[config.mk]
export PLATFORM = sky130hd
export DESIGN_NAME = execute_stage
export DESIGN_NICKNAME = d
export VERILOG_FILES = /design/src/rtl/execute_stage.sv
export SDC_FILE = /design/constraint.sdc
export NUM_CORES = 1
export LEC_CHECK = 0
export CORE_ASPECT_RATIO = 0.6
export CORE_MARGIN = 2
export CORE_UTILIZATION = 35
export CTS_BUF_LIST = sky130_fd_sc_hd__clkbuf_8 sky130_fd_sc_hd__clkbuf_16
export DETAILED_ROUTE_END_ITERATION = 12
export SLEW_MARGIN = 20
export SYNTH_ARGS = -nofsm -noshare
export SYNTH_HDL_FRONTEND = slang
export SYNTH_SLANG_ARGS = --single-unit
[constraint.sdc]
create_clock -name clk -period 8.85 [get_ports clk]
set_input_delay 1.77 -clock clk [delete_from_list [all_inputs] [get_ports clk]]
set_output_delay 1.77 -clock clk [all_outputs]
set_load 0.03 [all_outputs]
[src/rtl/execute_stage.sv]
// execute_stage: handshaked integer execute stage between register-read and
// memory/writeback.
//
// Single-cycle ALU operations land in the output registers on the accepting
// edge, so their latency is one cycle. MUL runs on an iterative shift-add unit
// for exactly XLEN cycles. While it runs, in_ready_o stays low.
//
// Ports:
//   clk, rst          clock; synchronous active-high reset
//   flush_i           drops the in-flight multiply and the output register
//   in_valid_i / in_ready_o    upstream handshake
//   opcode_i, rs1_i, rs2_i, imm_i, rd_i   operation and operands
//   out_valid_o / out_ready_i  downstream handshake
//   opcode_o, rd_o, alu_result_o, illegal_o   registered result
//   busy_o            multiplier active (FSM not IDLE)
module execute_stage #(
    parameter int XLEN  = 32,
    parameter int IMM_W = 20,
    parameter int OPC_W = 5,
    parameter int RD_W  = 5
) (
    input  logic             clk,
    input  logic             rst,
    input  logic             flush_i,
    input  logic             in_valid_i,
    output logic             in_ready_o,
    input  logic [OPC_W-1:0] opcode_i,
    input  logic [XLEN-1:0]  rs1_i,
    input  logic [XLEN-1:0]  rs2_i,
    input  logic [IMM_W-1:0] imm_i,
    input  logic [RD_W-1:0]  rd_i,
    output logic             out_valid_o,
    input  logic             out_ready_i,
    output logic [OPC_W-1:0] opcode_o,
    output logic [RD_W-1:0]  rd_o,
    output logic [XLEN-1:0]  alu_result_o,
    output logic             illegal_o,
    output logic             busy_o
);
    localparam int SH_W  = $clog2(XLEN);
    localparam int CNT_W = $clog2(XLEN);

    localparam logic [OPC_W-1:0] OP_ADDI = OPC_W'(0);
    localparam logic [OPC_W-1:0] OP_ADD  = OPC_W'(1);
    localparam logic [OPC_W-1:0] OP_SUB  = OPC_W'(2);
    localparam logic [OPC_W-1:0] OP_AND  = OPC_W'(3);
    localparam logic [OPC_W-1:0] OP_OR   = OPC_W'(4);
    localparam logic [OPC_W-1:0] OP_XOR  = OPC_W'(5);
    localparam logic [OPC_W-1:0] OP_SLL  = OPC_W'(6);
    localparam logic [OPC_W-1:0] OP_SRL  = OPC_W'(7);
    localparam logic [OPC_W-1:0] OP_SRA  = OPC_W'(8);
    localparam logic [OPC_W-1:0] OP_SLT  = OPC_W'(9);
    localparam logic [OPC_W-1:0] OP_SLTU = OPC_W'(10);
    localparam logic [OPC_W-1:0] OP_LUI  = OPC_W'(11);
    localparam logic [OPC_W-1:0] OP_MUL  = OPC_W'(12);

    typedef enum logic [1:0] {
        IDLE     = 2'd0,
        MUL_BUSY = 2'd1,
        MUL_HOLD = 2'd2
    } state_t;

    state_t           state_r, state_next_s;
    logic [XLEN-1:0]  mcand_r, mplier_r, acc_r;
    logic [CNT_W-1:0] cnt_r;
    logic [OPC_W-1:0] mul_opc_r;
    logic [RD_W-1:0]  mul_rd_r;

    logic             out_valid_r, illegal_r, busy_r;
    logic [OPC_W-1:0] opcode_r;
    logic [RD_W-1:0]  rd_r;
    logic [XLEN-1:0]  result_r;

    logic             out_free_s, accept_s, is_mul_s, last_step_s;
    logic             start_mul_s, step_mul_s, load_alu_s, load_mul_s, drop_out_s;
    logic             alu_ill_s;
    logic [XLEN-1:0]  imm_s, alu_res_s, acc_next_s, mul_val_s;
    logic [SH_W-1:0]  shamt_s;

    assign imm_s       = {{(XLEN-IMM_W){imm_i[IMM_W-1]}}, imm_i};
    assign shamt_s     = rs2_i[SH_W-1:0];
    assign out_free_s  = ~out_valid_r | out_ready_i;
    assign in_ready_o  = (state_r == IDLE) & ~flush_i & out_free_s;
    assign accept_s    = in_valid_i & in_ready_o;
    assign is_mul_s    = (opcode_i == OP_MUL);
    // One shift-add step. The final step's sum goes straight to the output.
    assign acc_next_s  = acc_r + (mplier_r[0] ? mcand_r : {XLEN{1'b0}});
    assign last_step_s = (cnt_r == CNT_W'(XLEN-1));

    // Single-cycle ALU result and illegal-opcode detection.
    always_comb begin
        alu_res_s = {XLEN{1'b0}};
        alu_ill_s = 1'b0;
        case (opcode_i)
            OP_ADDI: alu_res_s = rs1_i + imm_s;
            OP_ADD:  alu_res_s = rs1_i + rs2_i;
            OP_SUB:  alu_res_s = rs1_i - rs2_i;
            OP_AND:  alu_res_s = rs1_i & rs2_i;
            OP_OR:   alu_res_s = rs1_i | rs2_i;
            OP_XOR:  alu_res_s = rs1_i ^ rs2_i;
            OP_SLL:  alu_res_s = rs1_i << shamt_s;
            OP_SRL:  alu_res_s = rs1_i >> shamt_s;
            OP_SRA:  alu_res_s = XLEN'($signed(rs1_i) >>> shamt_s);
            OP_SLT:  alu_res_s = {{(XLEN-1){1'b0}}, ($signed(rs1_i) < $signed(rs2_i))};
            OP_SLTU: alu_res_s = {{(XLEN-1){1'b0}}, (rs1_i < rs2_i)};
            OP_LUI:  alu_res_s = {imm_i, {(XLEN-IMM_W){1'b0}}};
            OP_MUL:  alu_res_s = {XLEN{1'b0}};  // MUL result comes from the iterative unit
            default: begin
                alu_res_s = {XLEN{1'b0}};
                alu_ill_s = 1'b1;
            end
        endcase
    end

    // FSM next-state and datapath control.
    always_comb begin
        state_next_s = state_r;
        start_mul_s  = 1'b0;
        step_mul_s   = 1'b0;
        load_alu_s   = 1'b0;
        load_mul_s   = 1'b0;
        drop_out_s   = 1'b0;
        mul_val_s    = acc_r;
        case (state_r)
            IDLE: begin
                if (accept_s && is_mul_s) begin
                    // Accept implies the output is free, so any old result transfers now.
                    state_next_s = MUL_BUSY;
                    start_mul_s  = 1'b1;
                    drop_out_s   = 1'b1;
                end else if (accept_s) begin
                    load_alu_s = 1'b1;
                end else begin
                    drop_out_s = out_valid_r & out_ready_i;
                end
            end
            MUL_BUSY: begin
                step_mul_s = 1'b1;
                if (last_step_s && out_free_s) begin
                    state_next_s = IDLE;
                    load_mul_s   = 1'b1;
                    mul_val_s    = acc_next_s;
                end else if (last_step_s) begin
                    // The output is still stalled. acc_r keeps the finished product.
                    state_next_s = MUL_HOLD;
                end else begin
                    drop_out_s = out_valid_r & out_ready_i;
                end
            end
            MUL_HOLD: begin
                if (out_free_s) begin
                    state_next_s = IDLE;
                    load_mul_s   = 1'b1;
                    mul_val_s    = acc_r;
                end else begin
                    state_next_s = MUL_HOLD;
                end
            end
            default: state_next_s = IDLE;
        endcase
    end

    // FSM state register and busy flag. Flush sends the FSM back to IDLE.
    always_ff @(posedge clk) begin
        if (rst) begin
            state_r <= IDLE;
            busy_r  <= 1'b0;
        end else if (flush_i) begin
            state_r <= IDLE;
            busy_r  <= 1'b0;
        end else begin
            state_r <= state_next_s;
            busy_r  <= (state_next_s != IDLE);
        end
    end

    // Shift-add multiplier registers.
    always_ff @(posedge clk) begin
        if (rst) begin
            mcand_r   <= {XLEN{1'b0}};
            mplier_r  <= {XLEN{1'b0}};
            acc_r     <= {XLEN{1'b0}};
            cnt_r     <= {CNT_W{1'b0}};
            mul_opc_r <= {OPC_W{1'b0}};
            mul_rd_r  <= {RD_W{1'b0}};
        end else if (start_mul_s) begin
            mcand_r   <= rs1_i;
            mplier_r  <= rs2_i;
            acc_r     <= {XLEN{1'b0}};
            cnt_r     <= {CNT_W{1'b0}};
            mul_opc_r <= opcode_i;
            mul_rd_r  <= rd_i;
        end else if (step_mul_s && !flush_i) begin
            acc_r    <= acc_next_s;
            mcand_r  <= mcand_r << 1;
            mplier_r <= mplier_r >> 1;
            cnt_r    <= cnt_r + CNT_W'(1);
        end
    end

    // Output result register. Outputs are held while a stalled result waits.
    always_ff @(posedge clk) begin
        if (rst) begin
            out_valid_r <= 1'b0;
            illegal_r   <= 1'b0;
            opcode_r    <= {OPC_W{1'b0}};
            rd_r        <= {RD_W{1'b0}};
            result_r    <= {XLEN{1'b0}};
        end else if (flush_i) begin
            out_valid_r <= 1'b0;
            illegal_r   <= 1'b0;
        end else if (load_alu_s) begin
            out_valid_r <= 1'b1;
            illegal_r   <= alu_ill_s;
            opcode_r    <= opcode_i;
            rd_r        <= rd_i;
            result_r    <= alu_res_s;
        end else if (load_mul_s) begin
            out_valid_r <= 1'b1;
            illegal_r   <= 1'b0;
            opcode_r    <= mul_opc_r;
            rd_r        <= mul_rd_r;
            result_r    <= mul_val_s;
        end else if (drop_out_s) begin
            out_valid_r <= 1'b0;
            illegal_r   <= 1'b0;
        end
    end

    assign out_valid_o  = out_valid_r;
    assign illegal_o    = illegal_r;
    assign opcode_o     = opcode_r;
    assign rd_o         = rd_r;
    assign alu_result_o = result_r;
    assign busy_o       = busy_r;

endmodule

* Word-level counts from Yosys, hierarchy flattened
Cells that the tools add are included.
** Word-level totals
- Input port bits :: 99
- Bits in registers :: 158
- Output and inout port bits :: 46
** Cells by class
- Reduce and logical (&&, ||, !) cells :: 14
- Add/sub/neg operators :: 5
- Shift operators :: 3
- Equal/unequal tests :: 15
- Bitwise gates (word level) :: 10
- Magnitude comparators :: 2
- Mux-type cells :: 39
** Operators with widths (number)
- $pmux 32 s12 :: 1
- $mux 32 :: 9
- $add 32x32->32 :: 3
- $lt 32x32->1 :: 2
- $and 32x32->32 :: 1
- $or 32x32->32 :: 1
- $shl 32x5->32 :: 1
- $shr 32x5->32 :: 1
- $sshr 32x5->32 :: 1
- $sub 32x32->32 :: 1
- $xor 32x32->32 :: 1
- $eq 5x4->1 const B :: 5
- $eq 5x3->1 const B :: 4
- $mux 5 :: 4
- $mux 1 :: 18
- $reduce_or 13->1 :: 1
- $eq 5x2->1 const B :: 2
- $mux 2 :: 4
- $pmux 2 s3 :: 1
- $reduce_bool 2->1 :: 3
- $add 5x1->5 const B :: 1
- $eq 5x1->1 const B :: 1
- $eq 5x5->1 const B :: 1
- $logic_not 5->1 :: 1
- 12 further kinds :: 20

* Logic depth before layout (Yosys ltp)
- Word-level depth :: 10
- Mapped depth :: 20
- Depth with buffers taken out :: 17

* Worst setup path before layout
OpenSTA, ideal clock, no wires.
- Path kind :: input -> register
- Start :: in opcode_i[3]
- End :: reg result_r[28] (netlist: alu_result_o[28])
- Setup time :: 0.134 ns
- Data arrival time :: 5.485 ns
- Setup slack :: 3.231 ns
- Data required time :: 8.716 ns
- Buffers on the path :: 3
- Stages on the path :: 19
- Cell sequence :: clkbuf_1 > or3_1 > nor2_1 > nand2_1 > clkbuf_1 > clkbuf_1 > o21ai_0 > ha_1 > fa_1 > nand3_1 > a2111oi_0 > o21ai_0 > o211ai_1 > nand2_1 > o21ai_0 > a31oi_1 > mux2i_1 > o31ai_1 > a311oi_1
** On the way
- Word-level cells in the longest chain between the ends :: 6
- Elaborated cells on any way between the ends :: 20
** Ends and longest elaborated chain
- start, declared :: RTL line 27 : input logic [OPC_W-1:0] opcode_i,
- $eq 5x4->1 :: RTL line 85 : assign is_mul_s = (opcode_i == OP_MUL);
- $logic_and 1x1->1 :: RTL line 126 : if (accept_s && is_mul_s) begin
- $mux 1 :: RTL line 126
- $mux 1 :: RTL line 124 : case (state_r)
- $reduce_bool 2->1 (no source line)
- $reduce_and 2->1 (no source line)
- end signal, assigned :: RTL line 208 : result_r <= {XLEN{1'b0}};
- end signal, assigned :: RTL line 217 : result_r <= alu_res_s;
- end signal, assigned :: RTL line 223 : result_r <= mul_val_s;
- end, declared :: RTL line 72 : logic [XLEN-1:0] result_r;
Parallel ways exist; a longest one is shown, timed or not.
A chain may end at the register's enable or synchronous reset.

* Worst setup path in the final report
Ends and elaborated chain as after synthesis.

==> flow_summary.json <==
{
  "synth_mux_area_share_pct": 10.5,
  "cts_max_path_buffers": 2,
  "ys_seq_area_share_pct": 17.6,
  "synth_top_family_by_area": "compound AO/OA/AOI/OAI gates",
  "p_per_area_nw_per_um2": 112,
  "maxCapViolations": 0,
  "clock.fmax_mhz": 136,
  "clock_sinks": 158,
  "p_leak_uw": 0.00799,
  "initial_core_util_pct": 35.3,
  "crit_fanout": 27,
  "vias": 20000,
  "synth-async-reset-ratio_pct": 0,
  "row_count": 64,
  "synthSimpleGateAreaFrac_pct": 22.3,
  "hpwl_um": 64600,
  "dieArea_um2": 53100,
  "htreeDepth": 4,
  "wl_per_cell_um": 25.6,
  "rsz0062_at_grt": "no",
  "grt_max_degree": 87,
  "start_kind": "input port",
  "fin_nets": 2767,
  "yosys.area_share.adder_pct": 12.3,
  "min_period_ps": 7350,
  "netlist_top_cells_area": "dfxtp_1 (18%), ha_1 (12%), nand2_1 (7.5%)",
  "ys_seq_elements": 158,
  "cts_setup_buffers": 0,
  "area_growth_pct": 14.6,
  "synth_enable_flop_cells": 0,
  "relSlewSlack_pct": 25.2,
  "whs_ps": 436,
  "clk_latency_ps": 470,
  "gp_congestion": 1.03,
  "drtPass1Iterations": 7,
  "min_path_type": "reg2reg",
  "finalMaxSlewViolations": 0,
  "ir_drop_uv": 129,
  "status": "complete, no violations",
  "cts_made_buffers": 17,
  "grt_overflow": 0,
  "worst_slack_ps": 1500,
  "ys.flop_type": "dfxtp_1",
  "grt_pass1_vias": 17900,
  "p_total_uw": 2310,
  "io_buffer_count": 144,
  "io_pins": 145,
  "routed_wl_um": 81900,
  "endpoint_kind": "register",
  "timing.final.crit_share_pct": 83.0,
  "setup_violations": 0,
  "yosysMostFrequentCell": "nand2_1",
  "drive_gt1_share_pct": 7.34,
  "finClkSkew_ps": 29.6,
  "hold_violations": 0,
  "synth_area_um2": 17900,
  "setup_tns_ps": 0,
  "required_ps": 9150,
  "post-place-ws_ps": 1310,
  "synth_compound_area_share_pct": 27.4,
  "synth.avg_cell_area_um2": 7.31,
  "path_clk_slew_ps": 70,
  "tritoncts": "done",
  "netlist_top_cells_count": "nand2_1 (359), nor2_1 (290), a21oi_1 (209)",
  "grt_pass1_wl_um": 119000,
  "crit_type": "in2reg",
  "cts_hold_repair.buffers": 0,
  "drtIter0Drc": 2790,
  "antenna_found_initial": 6,
  "synth_top_cell_area_share_pct": 17.6,
  "tightest_slew_ps": 1120,
  "synth_cells": 2452,
  "arrival_ps": 7650,
  "postSynthNetCount": 2726,
  "yosys.cell_types.count": 81,
  "cts-root-buf": "clkbuf_16",
  "die_w_um": 296,
  "fillCellCount": 5310,
  "die_y_um": 179,
  "synth.largest_area_cell": "dfxtp_1",
  "drc_errors": 0,
  "track_usage_pct": 30.1,
  "synth-xor-area-share_pct": 3.76,
  "core_area_um2": 50800,
  "viasPerCell": 6.24,
  "ys_warn_count": 0,
  "cts_resized": 0,
  "antenna_left": 0
}
-- cells in the final DEF, fill, tap and decap left out, types with 18 or more instances in the layout --
master	count
a22oi_1	21
inv_1	108
a21oi_1	209
nand3_1	50
ha_1	172
buf_4	46
a21o_1	38
nor2_1	288
a211oi_1	35
dfxtp_1	158
o31ai_1	18
nor3_1	37
and2_1	44
a221oi_1	25
a31oi_1	23
o211ai_1	27
a311oi_1	74
xnor2_1	49
mux2i_1	46
clkdlybuf4s50_1	138
nand2b_1	24
mux4_2	55
o21ai_0	136
xor2_1	28
nand2_1	359
-- sequential cells by signal (all words and copies together), names as in the netlist, 2 cells and up --
| name | count |
|---|---|
| mplier_r | 32 |
| alu_result_o | 32 |
| state_r | 2 |
| acc_r | 32 |
| opcode_o | 5 |
| mcand_r | 32 |
| mul_rd_r | 5 |
| rd_o | 5 |
| mul_opc_r | 5 |
| cnt_r | 5 |
-- critical path, cell delays in order --
cell and delay, ps:
clkdlybuf4s50_1 620, or3_1 560, nor2_1 170, nand2_1 650
o21ai_0 420, ha_1 280, fa_1 270, nand3_1 150
a2111oi_1 680, buf_4 240, o21ai_0 140, o211ai_1 360
nand2_1 160, o21ai_0 390, a31oi_1 220, mux2i_1 160
o31ai_1 260, a311oi_1 120
-- report_power, final --
| part | internal (uW) | total [uW] | switching, uW |
|---|---|---|---|
| Sequential | 721 | 728 | 7.76 |
| Clock | 426 | 792 | 365 |
| Combinational | 285 | 788 | 503 |
-- cells by family after synthesis --
group | after synthesis
AO/OA/AOI/OAI | 739
XOR/XNOR | 77
adder cells (fa/ha/maj) | 175
buffers and inverters | 276
flip-flops | 158
multiplexers | 118
AND/OR/NAND/NOR | 909
-- metal layers --
metal | up-vias | track usage, % | wire [um]
li1 | 9027 | - | -
met1 | 9667 | 44.4 | 37200
met2 | 1158 | 40.7 | 32000
met3 | 116 | 10.8 | 10800
met4 | 6 | 7.34 | 1830
met5 | - | 0 | 50
-- area by class of cell --
class / count / area [um^2] / share of cell area, %
flip-flops and latches: 158 / 3160 / 15.4
well taps: 693 / 867 / 4.22
clock buffers: 17 / 425 / 2.07
repair buffers: 188 / 1750 / 8.50
diodes: 1 / 2.50 / 0.0122
multi-input cells: 2018 / 13700 / 66.9
clock inverters: 15 / 174 / 0.847
inverters: 110 / 413 / 2.01
-- stage by stage --
stage                     utilization (%)  std cells  cell area (um^2)
after global placement               39.3       3167             19900
after floorplan                         -       2452             17900
after global routing                 40.5       3199             20500
final                                40.5       3200             20500
after detailed placement             39.3       3167             19900
after CTS                            40.5       3199             20500
-- worst paths after layout --
path                           end  cells past startpoint    startpoint  slack [ps]
setup / recovery  alu_result_o[28]                     18   opcode_i[3]        1500
hold / removal        mul_opc_r[0]                      2  mul_opc_r[0]         440
setup reg to reg  alu_result_o[30]                     13   mplier_r[0]        4780
hold reg to reg       mul_opc_r[0]                      2  mul_opc_r[0]         440
Power figures use the tool's default switching activity.
